==> config.mk <==
export PLATFORM = sky130hd
export DESIGN_NAME = comparator_6bit_serial_flat
export DESIGN_NICKNAME = d
export VERILOG_FILES = /design/src/rtl/comparator_6bit_serial_pkg.sv /design/src/rtl/comparator_6bit_serial_if.sv /design/src/rtl/comparator_6bit_serial_bit.sv /design/src/rtl/comparator_6bit_serial.sv /design/src/flat_wrapper.sv
export SDC_FILE = /design/constraint.sdc
export NUM_CORES = 1
export LEC_CHECK = 0
export BUFFER_PORTS_ARGS = -buffer_cell sky130_fd_sc_hd__buf_2
export CAP_MARGIN = 20
export CORE_UTILIZATION = 50
export CTS_BUF_LIST = sky130_fd_sc_hd__clkbuf_16
export DETAILED_ROUTE_END_ITERATION = 16
export PLACE_DENSITY = 0.81
export SLEW_MARGIN = 40
export SYNTH_ARGS = -nofsm -noshare
export SYNTH_HDL_FRONTEND = slang
export SYNTH_SLANG_ARGS = --single-unit
==> constraint.sdc <==
create_clock -name clk -period 2.4 [get_ports clk]
set_input_delay 0 -clock clk [delete_from_list [all_inputs] [get_ports clk]]
set_output_delay 0 -clock clk [all_outputs]
set_load 0.01 [all_outputs]
==> src/rtl/comparator_6bit_serial_pkg.sv <==
// Shared Mini ALU definitions: the default operand width and the serial comparator state encoding.
package comparator_6bit_serial_pkg;

  localparam int ALU_WIDTH = 6;

  typedef enum logic {
    IDLE = 1'b0,
    SCAN = 1'b1
  } state_t;

endpackage

==> src/rtl/comparator_6bit_serial_if.sv <==
// Request/result bundle for the bit-serial comparator; the master issues operands, the slave returns flags.
interface comparator_6bit_serial_if #(
  parameter int WIDTH = 6,
  parameter int IDX_W = $clog2(WIDTH)
);

  logic             start;
  logic [WIDTH-1:0] in1;
  logic [WIDTH-1:0] in2;
  logic             busy;
  logic             done;
  logic             less_than;
  logic             equal;
  logic             greater_than;
  logic [IDX_W-1:0] diff_pos;

  modport master (
    output start, in1, in2,
    input  busy, done, less_than, equal, greater_than, diff_pos
  );

  modport slave (
    input  start, in1, in2,
    output busy, done, less_than, equal, greater_than, diff_pos
  );

endinterface

==> src/rtl/comparator_6bit_serial_bit.sv <==
// Single-bit magnitude cell: lt is high when i1 < i2; swap the inputs to obtain gt.
module comparator_6bit_serial_bit (
  input  logic i1,
  input  logic i2,
  output logic lt
);

  assign lt = ~i1 & i2;

endmodule

==> src/rtl/comparator_6bit_serial.sv <==
// MSB-first serial magnitude compare, 2..WIDTH+1 cycles from start to done; start is ignored while busy.
module comparator_6bit_serial
  import comparator_6bit_serial_pkg::*;
#(
  parameter int WIDTH = ALU_WIDTH,
  parameter int IDX_W = $clog2(WIDTH)
) (
  input logic                    clk,
  input logic                    rst,
  comparator_6bit_serial_if.slave bus
);

  state_t           state;
  logic [WIDTH-1:0] a_r;
  logic [WIDTH-1:0] b_r;
  logic [IDX_W-1:0] idx;

  logic             busy_q;
  logic             done_q;
  logic             lt_q;
  logic             eq_q;
  logic             gt_q;
  logic [IDX_W-1:0] pos_q;

  logic             bit_a;
  logic             bit_b;
  logic             lt_bit;
  logic             gt_bit;

  assign bit_a = a_r[idx];
  assign bit_b = b_r[idx];

  comparator_6bit_serial_bit u_lt (
    .i1 (bit_a),
    .i2 (bit_b),
    .lt (lt_bit)
  );

  comparator_6bit_serial_bit u_gt (
    .i1 (bit_b),
    .i2 (bit_a),
    .lt (gt_bit)
  );

  always_ff @(posedge clk or posedge rst) begin
    if (rst) begin
      state  <= IDLE;
      a_r    <= '0;
      b_r    <= '0;
      idx    <= '0;
      busy_q <= 1'b0;
      done_q <= 1'b0;
      lt_q   <= 1'b0;
      eq_q   <= 1'b0;
      gt_q   <= 1'b0;
      pos_q  <= '0;
    end else begin
      done_q <= 1'b0;
      case (state)
        IDLE: begin
          if (bus.start) begin
            a_r    <= bus.in1;
            b_r    <= bus.in2;
            idx    <= IDX_W'(WIDTH - 1);
            busy_q <= 1'b1;
            state  <= SCAN;
          end
        end
        SCAN: begin
          // First differing bit from the top decides the whole word.
          if (lt_bit || gt_bit) begin
            lt_q   <= lt_bit;
            gt_q   <= gt_bit;
            eq_q   <= 1'b0;
            pos_q  <= idx;
            done_q <= 1'b1;
            busy_q <= 1'b0;
            state  <= IDLE;
          end else if (idx == '0) begin
            lt_q   <= 1'b0;
            gt_q   <= 1'b0;
            eq_q   <= 1'b1;
            pos_q  <= '0;
            done_q <= 1'b1;
            busy_q <= 1'b0;
            state  <= IDLE;
          end else begin
            idx <= idx - 1'b1;
          end
        end
        default: state <= IDLE;
      endcase
    end
  end

  assign bus.busy         = busy_q;
  assign bus.done         = done_q;
  assign bus.less_than    = lt_q;
  assign bus.equal        = eq_q;
  assign bus.greater_than = gt_q;
  assign bus.diff_pos     = pos_q;

endmodule

==> src/flat_wrapper.sv <==
// flat-port wrapper written by rule: the top's interface ports become plain ports
module comparator_6bit_serial_flat import comparator_6bit_serial_pkg::*;
#(
  parameter int WIDTH = ALU_WIDTH,
  parameter int IDX_W = $clog2(WIDTH)
)
  (clk, rst, bus_start, bus_in1, bus_in2, bus_busy, bus_done, bus_less_than, bus_equal, bus_greater_than, bus_diff_pos);
  comparator_6bit_serial_if #(.WIDTH(WIDTH), .IDX_W(IDX_W)) bus_i ();
  input logic clk;
  input logic rst;
  input wire logic [$bits(bus_i.start)-1:0] bus_start;
  input wire logic [$bits(bus_i.in1)-1:0] bus_in1;
  input wire logic [$bits(bus_i.in2)-1:0] bus_in2;
  output wire logic [$bits(bus_i.busy)-1:0] bus_busy;
  output wire logic [$bits(bus_i.done)-1:0] bus_done;
  output wire logic [$bits(bus_i.less_than)-1:0] bus_less_than;
  output wire logic [$bits(bus_i.equal)-1:0] bus_equal;
  output wire logic [$bits(bus_i.greater_than)-1:0] bus_greater_than;
  output wire logic [$bits(bus_i.diff_pos)-1:0] bus_diff_pos;
  assign bus_i.start = bus_start;
  assign bus_i.in1 = bus_in1;
  assign bus_i.in2 = bus_in2;
  assign bus_busy = bus_i.busy;
  assign bus_done = bus_i.done;
  assign bus_less_than = bus_i.less_than;
  assign bus_equal = bus_i.equal;
  assign bus_greater_than = bus_i.greater_than;
  assign bus_diff_pos = bus_i.diff_pos;
  comparator_6bit_serial #(.WIDTH(WIDTH), .IDX_W(IDX_W)) u_core (.clk(clk), .rst(rst), .bus(bus_i));
endmodule
## Yosys cells after proc, flatten, opt, wreduce, memory -nomap -nowiden

Index checks and enable logic that the tools add are counted.

- Register bits: 24
- Input port bits: 15
- Output and inout bits: 8
- Word-level logic and storage cells: 53

- Add/sub/neg operators: 1
- $lt $le $gt $ge: 1
- Eq/ne operators: 4
- Multiplexer cells: 25
- Bitwise gates (word level): 5
- Reduce and logical (&&, ||, !) cells: 7

Operators by type and width:

| operator | number |
|---|---|
| 2-to-1 mux 1 bit | 15 |
| 2-to-1 mux 3 bit | 5 |
| binary-select mux 1 bit (select 3 bit) | 2 |
| inequality test 2 bit (second input constant) | 3 |
| one-hot mux 3 bit (2 select lines) | 1 |
| AND reduction 2 bit | 3 |
| less-than comparator 3 x 4 -> 1 bit (second input constant) | 1 |
| one-hot mux 1 bit (2 select lines) | 2 |
| logical NOT 3 bit | 1 |
| inequality test 3 bit (second input constant) | 1 |
| inverter 1 bit | 3 |
| AND reduction 3 bit | 1 |
| subtractor 3 x 1 -> 3 bit (second input constant) | 1 |
| bitwise AND 1 bit | 2 |
| nonzero test 2 bit | 1 |
| logical OR 1 bit | 1 |

## Logic depth before layout (Yosys ltp)

Gate-level depths: netlist of run 1.

- Depth after elaboration: 7
- Depth in mapped cells: 10
- Gate-level depth less buffers: 8

## Cells and area by module

A second synthesis of run 1 with hierarchy kept.

- Cells, all modules: 110
- Area total of the unflattened synthesis: 1108.6 um2

By module, submodules not included:

| module | instances | cells each | area each (um2) | seq. area each (um2) |
|---|---|---|---|---|
| comparator_6bit_serial | 1 | 108 | 1081.0 | 600.6 |
| comparator_6bit_serial_bit | 2 | 1 | 13.8 | 0.0 |

## Worst setup path before layout of run 1

Ideal clock, no wire load.

- Path kind: reg-to-reg
- Start: register u_core.idx[0]
- End: register u_core.gt_q, in the netlist u_core.bus.greater_than
- Setup time: 125 ps
- Data arrival time: 1983 ps
- Required time: 2275 ps
- Path slack: 291 ps
- Cell stages (with the launch flop): 11
- Buffers on the path: 2
- Period minus slack after synthesis: 2109 ps
- Cell sequence: dfrtp_1 -> buf_6 -> mux2i_1 -> nor2_1 -> or3_1 -> ha_1 -> buf_4 -> inv_2 -> o21ai_4 -> inv_4 -> mux2_4

- Word-level cells in the longest chain between the ends: 7
- Elaborated cells between the ends (all ways): 13
- Classes of those cells: 5 x mux; 4 x bitwise; 4 x reduce/logical

Ends and longest elaborated chain:

| item | line | text |
|---|---|---|
| start: declaration | comparator_6bit_serial.sv:16 | `logic [IDX_W-1:0] idx;` |
| start signal: assignment | comparator_6bit_serial.sv:64 | `idx <= IDX_W'(WIDTH - 1);` |
| start signal: assignment | comparator_6bit_serial.sv:88 | `idx <= idx - 1'b1;` |
| binary-select mux 1 bit (select 3 bit) (on tied branches) | comparator_6bit_serial.sv:30, comparator_6bit_serial.sv:31 |  |
| 2-to-1 mux 1 bit (on tied branches) | comparator_6bit_serial.sv:30, comparator_6bit_serial.sv:31 |  |
| inverter 1 bit | comparator_6bit_serial_bit.sv:8 | `assign lt = ~i1 & i2;` |
| bitwise AND 1 bit | comparator_6bit_serial_bit.sv:8 |  |
| logical OR 1 bit | comparator_6bit_serial.sv:71 | `if (lt_bit \|\| gt_bit) begin` |
| nonzero test 2 bit (no line) | n/a |  |
| AND reduction 2 bit (no line) | n/a |  |
| end signal: assignment | comparator_6bit_serial.sv:73 | `gt_q <= gt_bit;` |
| end: declaration | comparator_6bit_serial.sv:22 | `logic gt_q;` |

Several ways; a longest one is shown, not always the timed one. The select of a mux whose other input is x is not followed.
A chain may end at the register's enable or synchronous reset.

## Worst setup path in the final report of run 1

- Start: register u_core.idx[1]
- End: register u_core.lt_q, in the netlist u_core.bus.less_than

- Word-level cells in the longest chain between the ends: 7
- Elaborated cells between the ends (all ways): 13
- Classes of those cells: 5 x mux; 4 x bitwise; 4 x reduce/logical

Ends and longest elaborated chain:

| item | line | text |
|---|---|---|
| binary-select mux 1 bit (select 3 bit) (on tied branches) | comparator_6bit_serial.sv:30, comparator_6bit_serial.sv:31 |  |
| 2-to-1 mux 1 bit (on tied branches) | comparator_6bit_serial.sv:30, comparator_6bit_serial.sv:31 |  |
| inverter 1 bit | comparator_6bit_serial_bit.sv:8 |  |
| bitwise AND 1 bit | comparator_6bit_serial_bit.sv:8 |  |
| logical OR 1 bit | comparator_6bit_serial.sv:71 |  |
| nonzero test 2 bit (no line) | n/a |  |
| AND reduction 2 bit (no line) | n/a |  |
| end signal: assignment | comparator_6bit_serial.sv:72 | `lt_q <= lt_bit;` |
| end: declaration | comparator_6bit_serial.sv:20 | `logic lt_q;` |

Several ways; a longest one is shown, not always the timed one. The select of a mux whose other input is x is not followed.

==> results of run 1 <==
[sequential cells by signal (all words and copies together), names as in the netlist]
name	cells
u_core.a_r	6
u_core.b_r	6
u_core.bus.busy	1
u_core.bus.diff_pos	3
u_core.bus.done	1
u_core.bus.equal	1
u_core.bus.greater_than	1
u_core.bus.less_than	1
u_core.idx	3
u_core.state	1
[kinds of logic (layout without fill, tap and decap cells)]
| logic type | count (synthesis) | in the layout | synth area share (%) |
|---|---|---|---|
| buffers and inverters | 13 | 49 | 7.95 |
| adder cells (fa/ha/maj) | 4 | 4 | 4.13 |
| AO/OA/AOI/OAI | 13 | 13 | 8.47 |
| AND/OR/NAND/NOR | 24 | 24 | 11.3 |
| multiplexers | 20 | 20 | 18.6 |
| flip-flops | 24 | 24 | 49.6 |
[cell type report]
class | count | area share [%]
multi-input cells | 61 | 33.2
clock buffers | 3 | 4.83
well taps | 28 | 2.25
inverters | 6 | 1.61
flip-flops and latches | 24 | 38.8
repair buffers | 39 | 17.4
clock inverters | 1 | 1.93
[synthesized netlist by cell type (all sizes together)]
library cell  number
ha                 4
mux2              14
nor2               8
a311oi             1
a21oi              2
nand2              1
nand2b             3
nand4              1
mux2i              6
inv                6
a31oi              1
a311o              1
nor3               5
buf                7
nand3              1
o41ai              1
and2b              1
nor2b              2
a22o               2
or3                2
a21bo              1
dfrtp             24
o21ai              4
[worst paths after layout]
path	start	to	slack [ns]	cells past startpoint
max	u_core.idx[1]	u_core.bus.less_than	0.04	8
min	rst	u_core.b_r[0]	0.30	3
max reg2reg	u_core.idx[1]	u_core.bus.less_than	0.04	8
max in group asynchronous	rst	u_core.idx[0]	1.75	3
min reg2reg	u_core.bus.diff_pos[0]	u_core.bus.diff_pos[0]	0.50	1
min in group clk	bus_start	u_core.bus.busy	0.33	5
[power by group]
group	internal, mW	switching (mW)	total, mW
registers	0.598	0.147	0.745
logic	0.503	0.481	0.984
clock network	0.332	0.144	0.476
[per-layer routing]
| layer | routed length, µm | GRT usage [%] |
|---|---|---|
| met1 | 961 | 23.9 |
| met2 | 1160 | 33.8 |
| met3 | 109 | 4.46 |
| met4 | 46 | 6.76 |
| met5 | 0 | 0 |
[worst reg2reg max path, cell delays in order, from the launching register on]
cell	delay, ns
dfrtp_2	0.45
mux2i_1	0.30
nor2_1	0.10
or3_1	0.36
ha_2	0.42
inv_2	0.07
o21ai_4	0.19
inv_4	0.06
mux2_4	0.30
[through the flow]
step                      worst slack [ns]  total power [mW]  setup TNS [ns]  utilization, %  area [µm²]
after global placement               0.143              1.62               0            57.7        1300
after floorplan                      0.291              1.54               0               -        1210
after CTS                           0.0481              2.18               0            68.1        1540
after global routing                -0.119              2.36          -0.228            69.0        1560
after detailed placement            0.0615              1.68               0            57.7        1300
final                               0.0431              2.20               0            69.0        1560
[repair_timing]
| item | CTS | global route |
|---|---|---|
| endpoints found under the hold margin | 36 | 0 |
| hold buffers | 13 | 0 |
| setup endpoints to repair | 0 | 3 |
| gates resized for setup | 0 | 3 |
| setup buffers | 0 | 2 |
==> impl_metrics.tcl, run 1 <==
set metrics [dict create \
    core_um2 2250 \
    viasPerCell 5.23 \
    max_slew.worst_pin.slew_ns 0.477 \
    cp.required_ns 2.55 \
    final_cell_mix "22 x buf_2, 22 x dfrtp_1, 13 x dlygate4sd3_1" \
    grt_max_degree 25 \
    wl_per_cell_um 14.0 \
    io_pins 23 \
    synthTopCellsByArea "dfrtp_1 50%, mux2_2 10%, mux2i_1 5.0%, buf_6 4.6%, ha_1 4.1%" \
    vdd_ir_drop_max_v 0.000821 \
    clock_path_buffers 2 \
    n_fill_cell 171 \
    slew_viol_final 0 \
    drtAntennaViolNets 0 \
    dp_hpwl_um 1500 \
    power.density_cell_area_nw_per_um2 1420 \
    rows 17 \
    endpoint_kind "flop" \
    cp_slowest_cell "dfrtp_2" \
    synth_seq_area_share_pct 49.6 \
    leakagePower_nw 0.730 \
    route.detailed.drc 0 \
    multiInputGateArea_um2 517 \
    cts_tree "done" \
    maxSlewHeadroom_pct 68.2 \
    drive_above_1_share_pct 39.6 \
    cp_cell_sequence "mux2i_1 > nor2_1 > or3_1 > ha_2 > inv_2 > o21ai_4 > inv_4 > mux2_4" \
    antenna_found_initial 0 \
    area_growth_pct 28.4 \
    setup_viol 0 \
    clk_latency_ns 0.26 \
    post-route-min-period_ns 2.36 \
    fmax_mhz 424 \
    drt_iter0_markers 16 \
    groute.usage.overall_pct 19.5 \
    gp_congestion 0.715 \
    place.port_buffers 22 \
    cp_max_fo 8 \
    finalNetCount 154 \
    min_period_over_period_pct 98.2 \
    max-cap-violations 0 \
    cp_num_buf_inv 2 \
    dr_total_vias 847 \
    crit_family "multiplexers" \
    start_kind "flop" \
    cts_buffers 3 \
    dp_cells 143 \
    start_util_pct 53.7 \
    crit_type "reg -> reg" \
    worstPathArrival_ns 2.50 \
    diodes 0 \
    cts-root-buf "clkbuf_16" \
    hold_viol 0 \
    synth_area_um2 1210 \
    synth_top_area_share_pct 49.6 \
    fin_skew_ns 0.00336 \
    clkTransAtPathRegs_ns 0.06 \
    worst_hold_slack_ns 0.300 \
    die-area_um2 2620 \
    first_pass_iters 4 \
    htree_num_levels 1 \
    register_area_um2 603 \
    synth.avg_cell_area_um2 12.4 \
    first_global_vias 854 \
    ys_types 32 \
    netlist_instances 98 \
    stdcell_count 162 \
    status "completed" \
    slowest_delay_ns 0.45 \
    synth_warnings 0 \
    fp.dieW_um 51.2 \
    yosys.area.top_type "dfrtp_1" \
    dieHeight_um 51.2 \
    grt_overflow_total 0 \
    min_path_type "in -> async" \
    synth_nets 117 \
    cts.sinks 24 \
    ys_ff_latch 24 \
    wl_um 2270 \
    grt_first_pass_wirelength_um 3710 \
]
(Power assumes the default switching activity.)
==> inputs of run 2 (changes only) <==
==> constraint.sdc (replaced) <==
create_clock -name clk -period 2.46 [get_ports clk]
set_input_delay 0 -clock clk [delete_from_list [all_inputs] [get_ports clk]]
set_output_delay 0 -clock clk [all_outputs]
set_load 0.01 [all_outputs]
==> impl_metrics.tcl, run 2 (synthesis gave the netlist of run 1 again) <==
set metrics [dict create \
    status "completed" \
    cts_buffers 3 \
    rr_endpoint "u_core.bus.less_than" \
    fmax_mhz 435 \
    endpoint_kind "flop" \
    top_regs "u_core.a_r (6), u_core.b_r (6)" \
    min_period_over_period_pct 93.4 \
    rsz0062_at_grt "false" \
    rows 17 \
    route.detailed.drc 0 \
    core_um2 2250 \
    diodes 0 \
    worstPathArrival_ns 2.44 \
    slew_viol_final 0 \
    setup_tns_ns 0 \
    fin_skew_ns 0.00190 \
    finalNetCount 152 \
    top_layer_used "met4" \
    drive_above_1_share_pct 37.4 \
    dr_total_vias 843 \
    reg2reg_slack_ns 0.16 \
    wl_um 2370 \
    placed_cell_area_um2 1300 \
    die-area_um2 2620 \
    start_util_pct 53.7 \
    rr_worst_depth 8 \
    first_pass_iters 5 \
    setup_viol 0 \
    dieHeight_um 51.2 \
    gp_congestion 0.725 \
    start_kind "flop" \
    io_pins 23 \
    pre_cts_ws_ns 0.116 \
    htree_num_levels 1 \
    grt_max_degree 25 \
    cts_tree "done" \
    place.port_buffers 22 \
    cp_max_fo 8 \
    clkTransAtPathRegs_ns 0.06 \
    wl_met3_um 87 \
    maxSlewHeadroom_pct 67.5 \
    groute.usage.overall_pct 21.4 \
    max-cap-violations 0 \
    wl_per_cell_um 14.9 \
    stdcell_area_um2 1510 \
    hold_viol 0 \
    vdd_ir_drop_max_v 0.000708 \
    cp.required_ns 2.60 \
    wl_met1_um 1030 \
    first_global_vias 897 \
    cts-root-buf "clkbuf_16" \
    drtAntennaViolNets 0 \
    area_growth_pct 24.5 \
    final_cell_mix "22 x buf_2, 22 x dfrtp_1, 13 x dlygate4sd3_1" \
    post-route-min-period_ns 2.30 \
    dp_hpwl_um 1580 \
    antenna_found_initial 0 \
    clk_latency_ns 0.26 \
    drt_iter0_markers 16 \
    grt_first_pass_wirelength_um 3970 \
    max_slew.worst_pin.slew_ns 0.486 \
    clock_path_buffers 2 \
    power.density_cell_area_nw_per_um2 1340 \
    viasPerCell 5.30 \
    leakagePower_nw 0.708 \
    met2_length_um 1220 \
    cts.sinks 24 \
    setup_ws_ns 0.162 \
    postCtsSetupBuffers 0 \
    r2r-start "u_core.idx[0]" \
    min_path_type "in -> async" \
    grt_overflow_total 0 \
    crit_type "reg -> reg" \
    fp.dieW_um 51.2 \
]
[run 2: cell count changes in the layout (fill, tap and decap cells not counted)]
cell / change
bufinv_16: -1
ha_2: -1
ha_1: +1
buf_4: -2
[run 2: layout make-up]
cell class	instances	area, µm²
clock buffers	3	75.1
inverters	6	25.0
repair buffers	37	255
well taps	28	35.0
multi-input cells	61	514
fillers	181	747
flip-flops and latches	24	603
[run 2: repair_timing]
| item | in CTS | in global routing |
|---|---|---|
| endpoints found under the hold margin | 36 | 0 |
| hold buffers | 13 | 0 |
| endpoints found under the setup margin | 0 | 3 |
| gates resized for setup | 0 | 2 |
[run 2: report_power, final]
group          internal (mW)  switching, mW
clock                  0.215          0.135
combinational          0.465          0.470
sequential             0.583          0.146
[run 2: worst max path at each step]
| stage | start | to | slack (ns) | cells past startpoint |
|---|---|---|---|---|
| 4_1_cts | u_core.idx[0] | u_core.bus.less_than | 0.10 | 8 |
| 5_1_grt | u_core.idx[0] | u_core.bus.diff_pos[2] | 0.01 | 7 |
| 2_1_floorplan | u_core.idx[0] | u_core.bus.greater_than | 0.35 | 10 |
| 3_5_place_dp | u_core.idx[0] | u_core.bus.less_than | 0.12 | 8 |
| 6_report | u_core.idx[0] | u_core.bus.less_than | 0.16 | 8 |
| 3_3_place_gp | u_core.idx[0] | u_core.bus.greater_than | 0.21 | 8 |
[run 2: metal layers]
metal	vias up	global-route usage, %
met2	28	37.5
met3	3	4.46
met5	-	0
li1	406	-
met1	406	25.0
met4	0	9.46
[run 2: worst max-delay path, stage by stage, from the launching register on]
cell and delay [ns]:
dfrtp_2 0.45, mux2i_1 0.20, nor2_1 0.08, or3_1 0.38, ha_1 0.43, inv_2 0.08, o21ai_4 0.20, inv_4 0.06
mux2_4 0.29
[run 2: stage by stage]
step	utilization, %	total power [mW]	hold WS, ns	instances
2_1_floorplan	-	1.50	0.0146	98
3_3_place_gp	57.7	1.58	0.211	143
3_5_place_dp	57.7	1.65	0.0533	143
4_1_cts	66.8	2.01	0.326	159
5_1_grt	66.9	2.15	0.360	159
6_report	66.9	2.01	0.306	159
